$ cat config.mk
export PLATFORM = sky130hd
export DESIGN_NAME = fa_step4
export DESIGN_NICKNAME = d
export VERILOG_FILES = /design/src/rtl/fp_mac_pkg.sv /design/src/rtl/fa_step4_lzc24.sv /design/src/rtl/fa_step4.sv
export SDC_FILE = /design/constraint.sdc
export NUM_CORES = 1
export LEC_CHECK = 0
export BUFFER_PORTS_ARGS = -buffer_cell sky130_fd_sc_hd__buf_4
export CORE_ASPECT_RATIO = 0.75
export CORE_MARGIN = 2
export CORE_UTILIZATION = 39
export DETAILED_ROUTE_END_ITERATION = 16
export HOLD_SLACK_MARGIN = 0.12
export SYNTH_ARGS = -nofsm -noshare
export SYNTH_HDL_FRONTEND = slang
export SYNTH_SLANG_ARGS = --single-unit
$ cat constraint.sdc
create_clock -name CLK -period 8.3 [get_ports CLK]
set_clock_uncertainty 0.1 [all_clocks]
set_input_delay 0.415 -clock CLK [delete_from_list [all_inputs] [get_ports CLK]]
set_output_delay 0.415 -clock CLK [all_outputs]
set_load 0.005 [all_outputs]
$ cat src/rtl/fp_mac_pkg.sv
`default_nettype none
// +-------------------------------------------------------------------+
// | fp_mac_pkg : shared widths/constants for the FP MAC adder stages   |
// | Rev 1.0                                                            |
// +-------------------------------------------------------------------+
package fp_mac_pkg;

  localparam int MW        = 24;
  localparam int EW        = 8;
  localparam int FRAC_W    = 23;
  localparam int FP_W      = 1 + EW + FRAC_W;
  localparam int BIAS      = 127;
  localparam logic [7:0] EXP_MAX = 8'hFF;

  typedef struct packed {
    logic              sign;
    logic [EW-1:0]     exp;
    logic [FRAC_W-1:0] frac;
  } fp32_t;

endpackage

`default_nettype wire

$ cat src/rtl/fa_step4_lzc24.sv
`default_nettype none
// +-------------------------------------------------------------------+
// | lzc24 : combinational 24-bit leading-zero counter (24 for zero)    |
// | Rev 1.0                                                            |
// +-------------------------------------------------------------------+
module lzc24 (
  input  logic [23:0] i_data,
  output logic [4:0]  o_lz
);

  // Scanning upward lets the highest set bit win.
  always_comb begin
    o_lz = 5'd24;
    for (int i = 0; i < 24; i++) begin
      if (i_data[i]) o_lz = 5'(23 - i);
    end
  end

endmodule

`default_nettype wire

$ cat src/rtl/fa_step4.sv
`default_nettype none
// +-------------------------------------------------------------------+
// | fa_step4 : FP adder final stage - sum, normalize, pack (2 stages)  |
// | Rev 1.0                                                            |
// +-------------------------------------------------------------------+
module fa_step4
  import fp_mac_pkg::*;
#(
  parameter int MW = fp_mac_pkg::MW,
  parameter int EW = fp_mac_pkg::EW
) (
  input  logic          CLK,
  input  logic          RESET,
  input  logic          in_valid,
  input  logic          in_sign,
  input  logic          in_yn,
  input  logic [EW-1:0] in_ex,
  input  logic [MW:0]   P0,
  input  logic [MW:0]   in_GG,
  output logic          out_valid,
  output logic [31:0]   out_result,
  output logic          out_ovf,
  output logic          out_unf,
  output logic          out_zero
);

  logic [MW:0]   w_sum;
  logic          w_unused_gg;

  logic          r_a_valid;
  logic          r_a_sign;
  logic [EW-1:0] r_a_ex;
  logic [MW:0]   r_a_sum;

  logic [4:0]    w_lz;
  logic [EW:0]   w_ex9;
  logic [EW:0]   w_lz9;
  logic [EW:0]   w_ex_inc;
  logic [EW-1:0] w_ex_dec;
  logic [MW-2:0] w_frac_norm;

  fp32_t         w_res;
  logic          w_ovf;
  logic          w_unf;
  logic          w_zero;

  logic          r_out_valid;
  logic [31:0]   r_out_result;
  logic          r_out_ovf;
  logic          r_out_unf;
  logic          r_out_zero;

  // Carry into bit i is the group generate of bit i-1; the top carry is dropped.
  always_comb begin
    w_sum = P0 ^ {in_GG[MW-1:0], 1'b0};
    if (in_yn) w_sum[MW] = 1'b0;
  end
  assign w_unused_gg = in_GG[MW];

  always_ff @(posedge CLK or posedge RESET) begin
    if (RESET) begin
      r_a_valid <= 1'b0;
      r_a_sign  <= 1'b0;
      r_a_ex    <= '0;
      r_a_sum   <= '0;
    end else begin
      r_a_valid <= in_valid;
      r_a_sign  <= in_sign;
      r_a_ex    <= in_ex;
      r_a_sum   <= w_sum;
    end
  end

  lzc24 u_lzc (
    .i_data (r_a_sum[MW-1:0]),
    .o_lz   (w_lz)
  );

  assign w_ex9       = {1'b0, r_a_ex};
  assign w_lz9       = {{(EW-4){1'b0}}, w_lz};
  assign w_ex_inc    = w_ex9 + 1'b1;
  assign w_ex_dec    = r_a_ex - w_lz9[EW-1:0];
  // Bit MW-1 of the normalized mantissa is the hidden one, so it is never kept.
  assign w_frac_norm = r_a_sum[MW-2:0] << w_lz;

  always_comb begin
    w_res  = '0;
    w_ovf  = 1'b0;
    w_unf  = 1'b0;
    w_zero = 1'b0;
    if (r_a_ex == EXP_MAX) begin
      w_res.sign = r_a_sign;
      w_res.exp  = EXP_MAX;
    end else if (r_a_sum[MW]) begin
      w_res.sign = r_a_sign;
      if (w_ex_inc == {1'b0, EXP_MAX}) begin
        w_res.exp = EXP_MAX;
        w_ovf     = 1'b1;
      end else begin
        w_res.exp  = w_ex_inc[EW-1:0];
        w_res.frac = r_a_sum[MW-1:1];
      end
    end else if (r_a_sum[MW-1:0] == '0) begin
      w_zero = 1'b1;
    end else if (w_ex9 <= w_lz9) begin
      w_res.sign = r_a_sign;
      w_unf      = 1'b1;
    end else begin
      w_res.sign = r_a_sign;
      w_res.exp  = w_ex_dec;
      w_res.frac = w_frac_norm;
    end
  end

  always_ff @(posedge CLK or posedge RESET) begin
    if (RESET) begin
      r_out_valid  <= 1'b0;
      r_out_result <= '0;
      r_out_ovf    <= 1'b0;
      r_out_unf    <= 1'b0;
      r_out_zero   <= 1'b0;
    end else begin
      r_out_valid  <= r_a_valid;
      r_out_result <= w_res;
      r_out_ovf    <= w_ovf;
      r_out_unf    <= w_unf;
      r_out_zero   <= w_zero;
    end
  end

  assign out_valid  = r_out_valid;
  assign out_result = r_out_result;
  assign out_ovf    = r_out_ovf;
  assign out_unf    = r_out_unf;
  assign out_zero   = r_out_zero;

endmodule

`default_nettype wire

==> results by group, run 1 <==
GRT
  – Overflow after GRT: 0
  – Routing usage on met1: 33.8%
  – Largest net degree at the start of global routing: 72
  – GRT busiest layer: met1
  – Initial antenna violation count: 0
  – Met3 usage: 4.57%
  – Number of global-route vias before repair: 3445
  – Met2 Usage GRT: 27.7%
  – First-pass GRT wire length: 18.5 mm
  – Tot GR Track Use: 21.3%

STA
  – Worst Tran Pin Value: 1.00 ns
  – Pins Over Slew Limit: 0
  – Worst slew margin: 33.0%
  – Fmax: 178 MHz
  – Min Tclk post-route: 5.62 ns
  – Setup_tns: 0 ns
  – RSZ-0062 raised after global routing: false
  – Final Hold Fails: 0
  – Final setup viols: 0
  – Final Cycle Share: 67.7%

Placed design
  – Port bufs: 97
  – Routability cong.: 0.924
  – Placed cell area: 4950 µm²
  – Post-DP HPWL: 8.53 mm

Synth
  – Top cell type's share of synthesized area: 43.0%
  – Primary FF master, synth: dfrtp_1
  – Top-count cell post-synth: dfrtp_1
  – Syn nets: 494
  – Synth area leader: dfrtp_1
  – Async set-or-reset flop fraction in the synthesized netlist: 100%
  – Top cells by count, synth: 71 x dfrtp_1, 44 x nor2_1, 42 x mux2i_1
  – Number of enable flip-flop cells after synthesis: 0
  – Sequential fraction of the synthesis area: 43.0%
  – Synthesized flop and latch total: 71
  – Syn_area_per_cell: 9.76 µm²
  – Synth Instances: 423
  – Synth cell types: 56
  – YS warnings: 0
  – Synth area leaders: dfrtp_1 43%, mux2i_1 10%, xor2_1 6.4%, nor2_1 4.0%, nand2_1 2.5%
  – Post-Syn Area: 4130 µm²

Critical path
  – Crit-path max FO: 20
  – Crit path from: r_a_sum[21]
  – Top cell by count, worst path: o21a_1
  – Critical path class: reg2reg
  – CP endpoint kind: register
  – Slowest-stage cell, CP: o31a_1
  – CP required: 8.47 ns
  – CP Cell Sequence: nor2_1, nand2_1, a21oi_1, o31a_1, clkinv_1, ha_1, nor2b_1, o21a_1, o21a_1, nor3_1, o21a_1, nor3_1, a31oi_1, o21ai_1, o211a_1
  – Worst R2R Start: r_a_sum[21]
  – Worst Path Arrival: 5.80 ns
  – Slowest stage delay, CP: 0.85 ns
  – Crit start category: register

Die
  – Die area: 11400 µm²
  – Die height: 93.1 µm
  – Core area: 10300 µm²
  – Die X: 123 µm
  – # IOs: 99
  – Core Rows: 32
  – Starting density of the core: 40.1%

Clock tree
  – Postcts setup bufs: 0
  – CTS Buf Count: 9
  – CTS tree: done
  – Clk buf depth: 2
  – Post-CTS sizing: 0
  – CTS Sinks: 71
  – H-tree levels: 3
  – Clk root buf: clkbuf_16
  – Reg clk slew, reported paths: 0.06 ns
  – Worst skew pair latency: 0.34 ns
  – CTS Hold Buffers Added: 12

Worst hold path
  – Worst hold start: P0[19]
  – Min-delay worst type: in2reg

Drt
  – DR vias/cell: 5.53
  – Post-Route WL: 11.6 mm
  – Drt wl/cell: 17.4 µm
  – DRC viols: 0
  – DRT iter0 DRCs: 381
  – First-pass detailed-route iteration total: 5
  – Via count: 3686
  – Routed Antenna Nets: 0

Run status
  – Status: finished, final reports clean

Finish
  – Antenna diode count: 0
  – Nets: 596
  – Layout cell share with drive strength beyond 1: 24.2%
  – Design area: 5420 µm²
  – Total area of sequential cells: 1780 µm²
  – Multi-input gate area in the final layout: 2200 µm²
  – Area Growth Syn to Fin: 31.3%
  – Fillers: 928

Power and ir drop
  – Pwr dens: 220 nW/µm²
  – Leakage: 2.53 nW
  – Max rail drop VDD: 0.0000985 V

Job
  – Max-Cap Viols: 0
[per-stage QoR]
stage               utilization [%]  power [mW]  setup slack (ns)  std cells  hold WS [ns]
finish                         52.7        1.19              2.68        666         0.145
global route                   52.7        1.25              2.41        666         0.131
detailed placement             48.1       0.746              2.95        638         0.239
CTS                            52.7        1.20              2.92        666         0.134
floorplan                         -       0.612              4.59        423         0.231
global placement               48.1       0.745              2.96        638         0.233
[registers in the layout, summed over array words and instances (netlist names)]
name,cells
r_a_sign,1
r_a_ex,8
out_valid,1
r_a_valid,1
out_zero,1
out_unf,1
out_ovf,1
out_result,32
r_a_sum,25
[logic make-up (layout without fill, tap and decap cells)]
family          Yosys count  count (layout)  synth area share [%]
buf+inv                  35             142                  3.58
flops                    71              71                  43.0
mux                      46              46                  11.3
xor+xnor                 33              33                  7.00
compound gates          103             103                  18.1
simple gates            127             127                  14.4
fa+ha+maj                 8               8                  2.61
[power breakdown]
part | switching, mW | internal, mW | leakage, nW | total (mW)
sequential | 0.0384 | 0.395 | 0.843 | 0.433
clock | 0.141 | 0.301 | 0.162 | 0.443
combinational | 0.161 | 0.155 | 1.52 | 0.316
[path summary, 6_finish.rpt]
| kind | end | slack, ns | cells past startpoint |
|---|---|---|---|
| worst max-delay path | out_result[11] | 2.68 | 15 |
| worst min-delay path | r_a_sum[19] | 0.15 | 2 |
| worst max register to register | out_result[11] | 2.68 | 15 |
| worst min register to register | out_valid | 0.25 | 0 |
| max in group asynchronous | out_result[18] | 7.31 | 3 |
| min in group asynchronous | r_a_valid | 0.24 | 3 |
[placed cells by master, fill, tap and decap left out, drive strengths merged, types with 7 or more instances in the layout]
cell type and n:
nor2b 7, clkbuf 11, xor2 30, mux2i 42, buf 99, o221ai 7, nand2 28, ha 7
a21oi 14, o21ai 18, dfrtp 71, nor3 13, inv 13, a22oi 8, nand3 7, nor2 44
dlygate4sd3 12
[worst max-delay path, delay by kind of cell, from the launching register on]
| kind | cells | cell delay [ns] |
|---|---|---|
| flops | 1 | 0.47 |
| compound gates | 8 | 2.24 |
| fa+ha+maj | 1 | 0.58 |
| simple gates | 5 | 1.42 |
| buf+inv | 1 | 0.77 |
[routing by layer]
metal / share of wire, % / wire length (µm) / vias to the layer above
met1: 49 / 5710 / 1732
met2: 39 / 4530 / 202
met3: 9.9 / 1140 / 18
li1: - / - / 1734
met4: 1.7 / 193 / 0
met5: 0 / 0 / -
[area by class of cell]
type / count / share of cell area, %
inverter: 15 / 1.04
timing repair buffer: 111 / 15.9
clock inverter: 5 / 1.94
multi-input combinational: 317 / 40.7
clock buffer: 11 / 4.48
sequential: 71 / 32.8
tap: 136 / 3.14
(Power assumes the default switching activity.)
==> inputs of run 2 (changes only) <==
==> constraint.sdc (replaced) <==
create_clock -name CLK -period 5.1 [get_ports CLK]
set_clock_uncertainty 0.1 [all_clocks]
set_input_delay 0.255 -clock CLK [delete_from_list [all_inputs] [get_ports CLK]]
set_output_delay 0.255 -clock CLK [all_outputs]
set_load 0.005 [all_outputs]
==> results by group, run 2 (synthesis gave the netlist of run 1 again) <==
Run status
  – Status: finished, final reports clean (unchanged)

Clock tree
  – Worst skew pair latency: 0.34 ns (about the same)
  – CTS Buf Count: 9 (unchanged)
  – Post-CTS sizing: 0 (unchanged)
  – CTS tree: done (unchanged)
  – CTS Hold Buffers Added: 60 (was 12)
  – CTS Sinks: 71 (unchanged)
  – Clk root buf: clkbuf_16 (unchanged)
  – Reg clk slew, reported paths: 0.07 ns (was 0.06 ns)
  – H-tree levels: 3 (unchanged)
  – Clk buf depth: 2 (unchanged)
  – Postcts setup bufs: 0 (unchanged)

Drt
  – DR vias/cell: 5.36 (was 5.53)
  – Wire length on met3: 1.23 mm (was 1.14 mm)
  – Post-Route M1 WL: 5.69 mm (was 5.71 mm)
  – DRC viols: 0 (unchanged)
  – Via count: 3862 (was 3686)
  – Post-Route WL: 12.0 mm (was 11.6 mm)
  – Top layer reached by signal wires: met4 (unchanged)
  – Routed Antenna Nets: 0 (unchanged)
  – Met2 wire len: 4.95 mm (was 4.53 mm)
  – DRT iter0 DRCs: 262 (was 381)
  – Drt wl/cell: 16.7 µm (was 17.4 µm)
  – First-pass detailed-route iteration total: 5 (unchanged)

GRT
  – Largest net degree at the start of global routing: 72 (unchanged)
  – Number of global-route vias before repair: 3721 (was 3445)
  – Overflow after GRT: 0 (unchanged)
  – Initial antenna violation count: 0 (unchanged)
  – First-pass GRT wire length: 19.3 mm (was 18.5 mm)
  – Tot GR Track Use: 22.3% (was 21.3%)

Finish
  – Commonest non-fill, non-tap cell in the layout: buf_4 (unchanged)
  – Fillers: 890 (was 928)
  – Area Growth Syn to Fin: 43.1% (was 31.3%)
  – Layout cell share with drive strength beyond 1: 23.2% (was 24.2%)
  – Most frequent cells in the layout: 106 x buf_4, 71 x dfrtp_1, 60 x dlygate4sd3_1 (was 99 x buf_4, 71 x dfrtp_1, 44 x nor2_1)
  – Design area: 5910 µm² (was 5420 µm²)
  – Largest register FFs: 32 (unchanged)
  – Nets: 651 (was 596)
  – Antenna diode count: 0 (unchanged)
  – Final core occ: 57.4% (was 52.7%)

Power and ir drop
  – Max rail drop VDD: 0.000173 V (was 0.0000985 V)
  – Leakage: 2.74 nW (was 2.53 nW)
  – Pwr dens: 321 nW/µm² (was 220 nW/µm²)

Die
  – Core Rows: 32 (unchanged)
  – Core area: 10300 µm² (unchanged)
  – Die X: 123 µm (unchanged)
  – # IOs: 99 (unchanged)
  – Die height: 93.1 µm (unchanged)
  – Starting density of the core: 40.1% (unchanged)
  – Die area: 11400 µm² (unchanged)

Critical path
  – Crit start category: register (unchanged)
  – Worst Path Arrival: 4.65 ns (was 5.80 ns)
  – Crit-path max FO: 11 (was 20)
  – Critical path class: reg2reg (unchanged)
  – CP endpoint kind: register (unchanged)
  – CP Cell Sequence: nor4_1, nand3_1, a21oi_1, inv_1, ha_1, o21a_1, o21a_1, nor3_1, o21a_1, nor4_1, a21oi_1, a211oi_1, a211o_1 (was nor2_1, nand2_1, a21oi_1, o31a_1, clkinv_1, ha_1, nor2b_1, o21a_1, o21a_1, nor3_1, o21a_1, nor3_1, a31oi_1, o21ai_1, o211a_1)
  – Slowest-stage cell, CP: nor4_1 (was o31a_1)
  – Slowest stage delay, CP: 0.65 ns (was 0.85 ns)
  – FF-to-FF setup slack: 0.62 ns (was 2.68 ns)
  – Top cell by count, worst path: o21a_1 (unchanged)
  – CP required: 5.27 ns (was 8.47 ns)

Placed design
  – Post-DP HPWL: 8.77 mm (was 8.53 mm)
  – Post-place setup slack: 0.805 ns (was 2.95 ns)
  – Placed cell area: 5000 µm² (was 4950 µm²)
  – Port bufs: 97 (unchanged)
  – Routability cong.: 0.979 (was 0.924)

Worst hold path
  – Min-delay worst type: reg2reg (was in2reg)

STA
  – Worst Tran Pin Value: 0.870 ns (was 1.00 ns)
  – Setup_tns: 0 ns (unchanged)
  – Pins Over Slew Limit: 0 (unchanged)
  – Worst slew margin: 41.8% (was 33.0%)
  – Hold Slack: 0.248 ns (was 0.145 ns)
  – Final setup viols: 0 (unchanged)
  – Final Cycle Share: 87.8% (was 67.7%)
  – Fmax: 223 MHz (was 178 MHz)
  – Final worst setup slack: 0.624 ns (was 2.68 ns)
  – Final Hold Fails: 0 (unchanged)
  – RSZ-0062 raised after global routing: false (unchanged)
  – Min Tclk post-route: 4.48 ns (was 5.62 ns)

Job
  – Max-Cap Viols: 0 (unchanged)
==> run 2: power breakdown <==
group / switching, mW / total (mW) / internal (mW) / leakage (nW)
Combinational: 0.272 / 0.564 / 0.292 / 1.76
Clock: 0.246 / 0.630 / 0.383 / 0.139
Sequential: 0.0632 / 0.706 / 0.642 / 0.843
Total: 0.581 / 1.90 / 1.32 / 2.74
==> run 2: worst max-delay path, delay by kind of cell, from the launching register on <==
family                   cells  cell delay, ns
buffers and inverters        1            0.19
adder cells (fa/ha/maj)      1            0.39
AND/OR/NAND/NOR              4            1.56
flip-flops                   1            0.47
AO/OA/AOI/OAI                7            1.67
==> run 2: final cells by class <==
type / count / area, µm² / area share (%)
clock buffer: 9 / 225 / 3.81
tap: 136 / 170 / 2.88
sequential: 71 / 1780 / 30.1
clock inverter: 7 / 78.8 / 1.33
inverter: 15 / 56.3 / 0.953
timing repair buffer: 166 / 1400 / 23.6
multi-input combinational: 317 / 2200 / 37.3
==> run 2: metrics by stage <==
stage,power (mW),cells
after global routing,2.01,721
after global placement,1.22,645
after CTS,1.91,721
final,1.90,721
after floorplan,0.996,423
after detailed placement,1.22,645
==> run 2: layer usage <==
layer	up-vias	global-route usage, %
met5	-	0
met3	13	7.74
met2	191	30.9
met1	1813	32.7
li1	1845	-
met4	0	6.13
==> run 2: final timing paths <==
check / start / endpoint / cells past startpoint
max: r_a_sum[19] / out_result[16] / 13
min: r_a_valid / out_valid / 0
max reg2reg: r_a_sum[19] / out_result[16] / 13
min reg2reg: r_a_valid / out_valid / 0
max in group asynchronous: RESET / out_result[6] / 4
min in group asynchronous: RESET / r_a_valid / 4
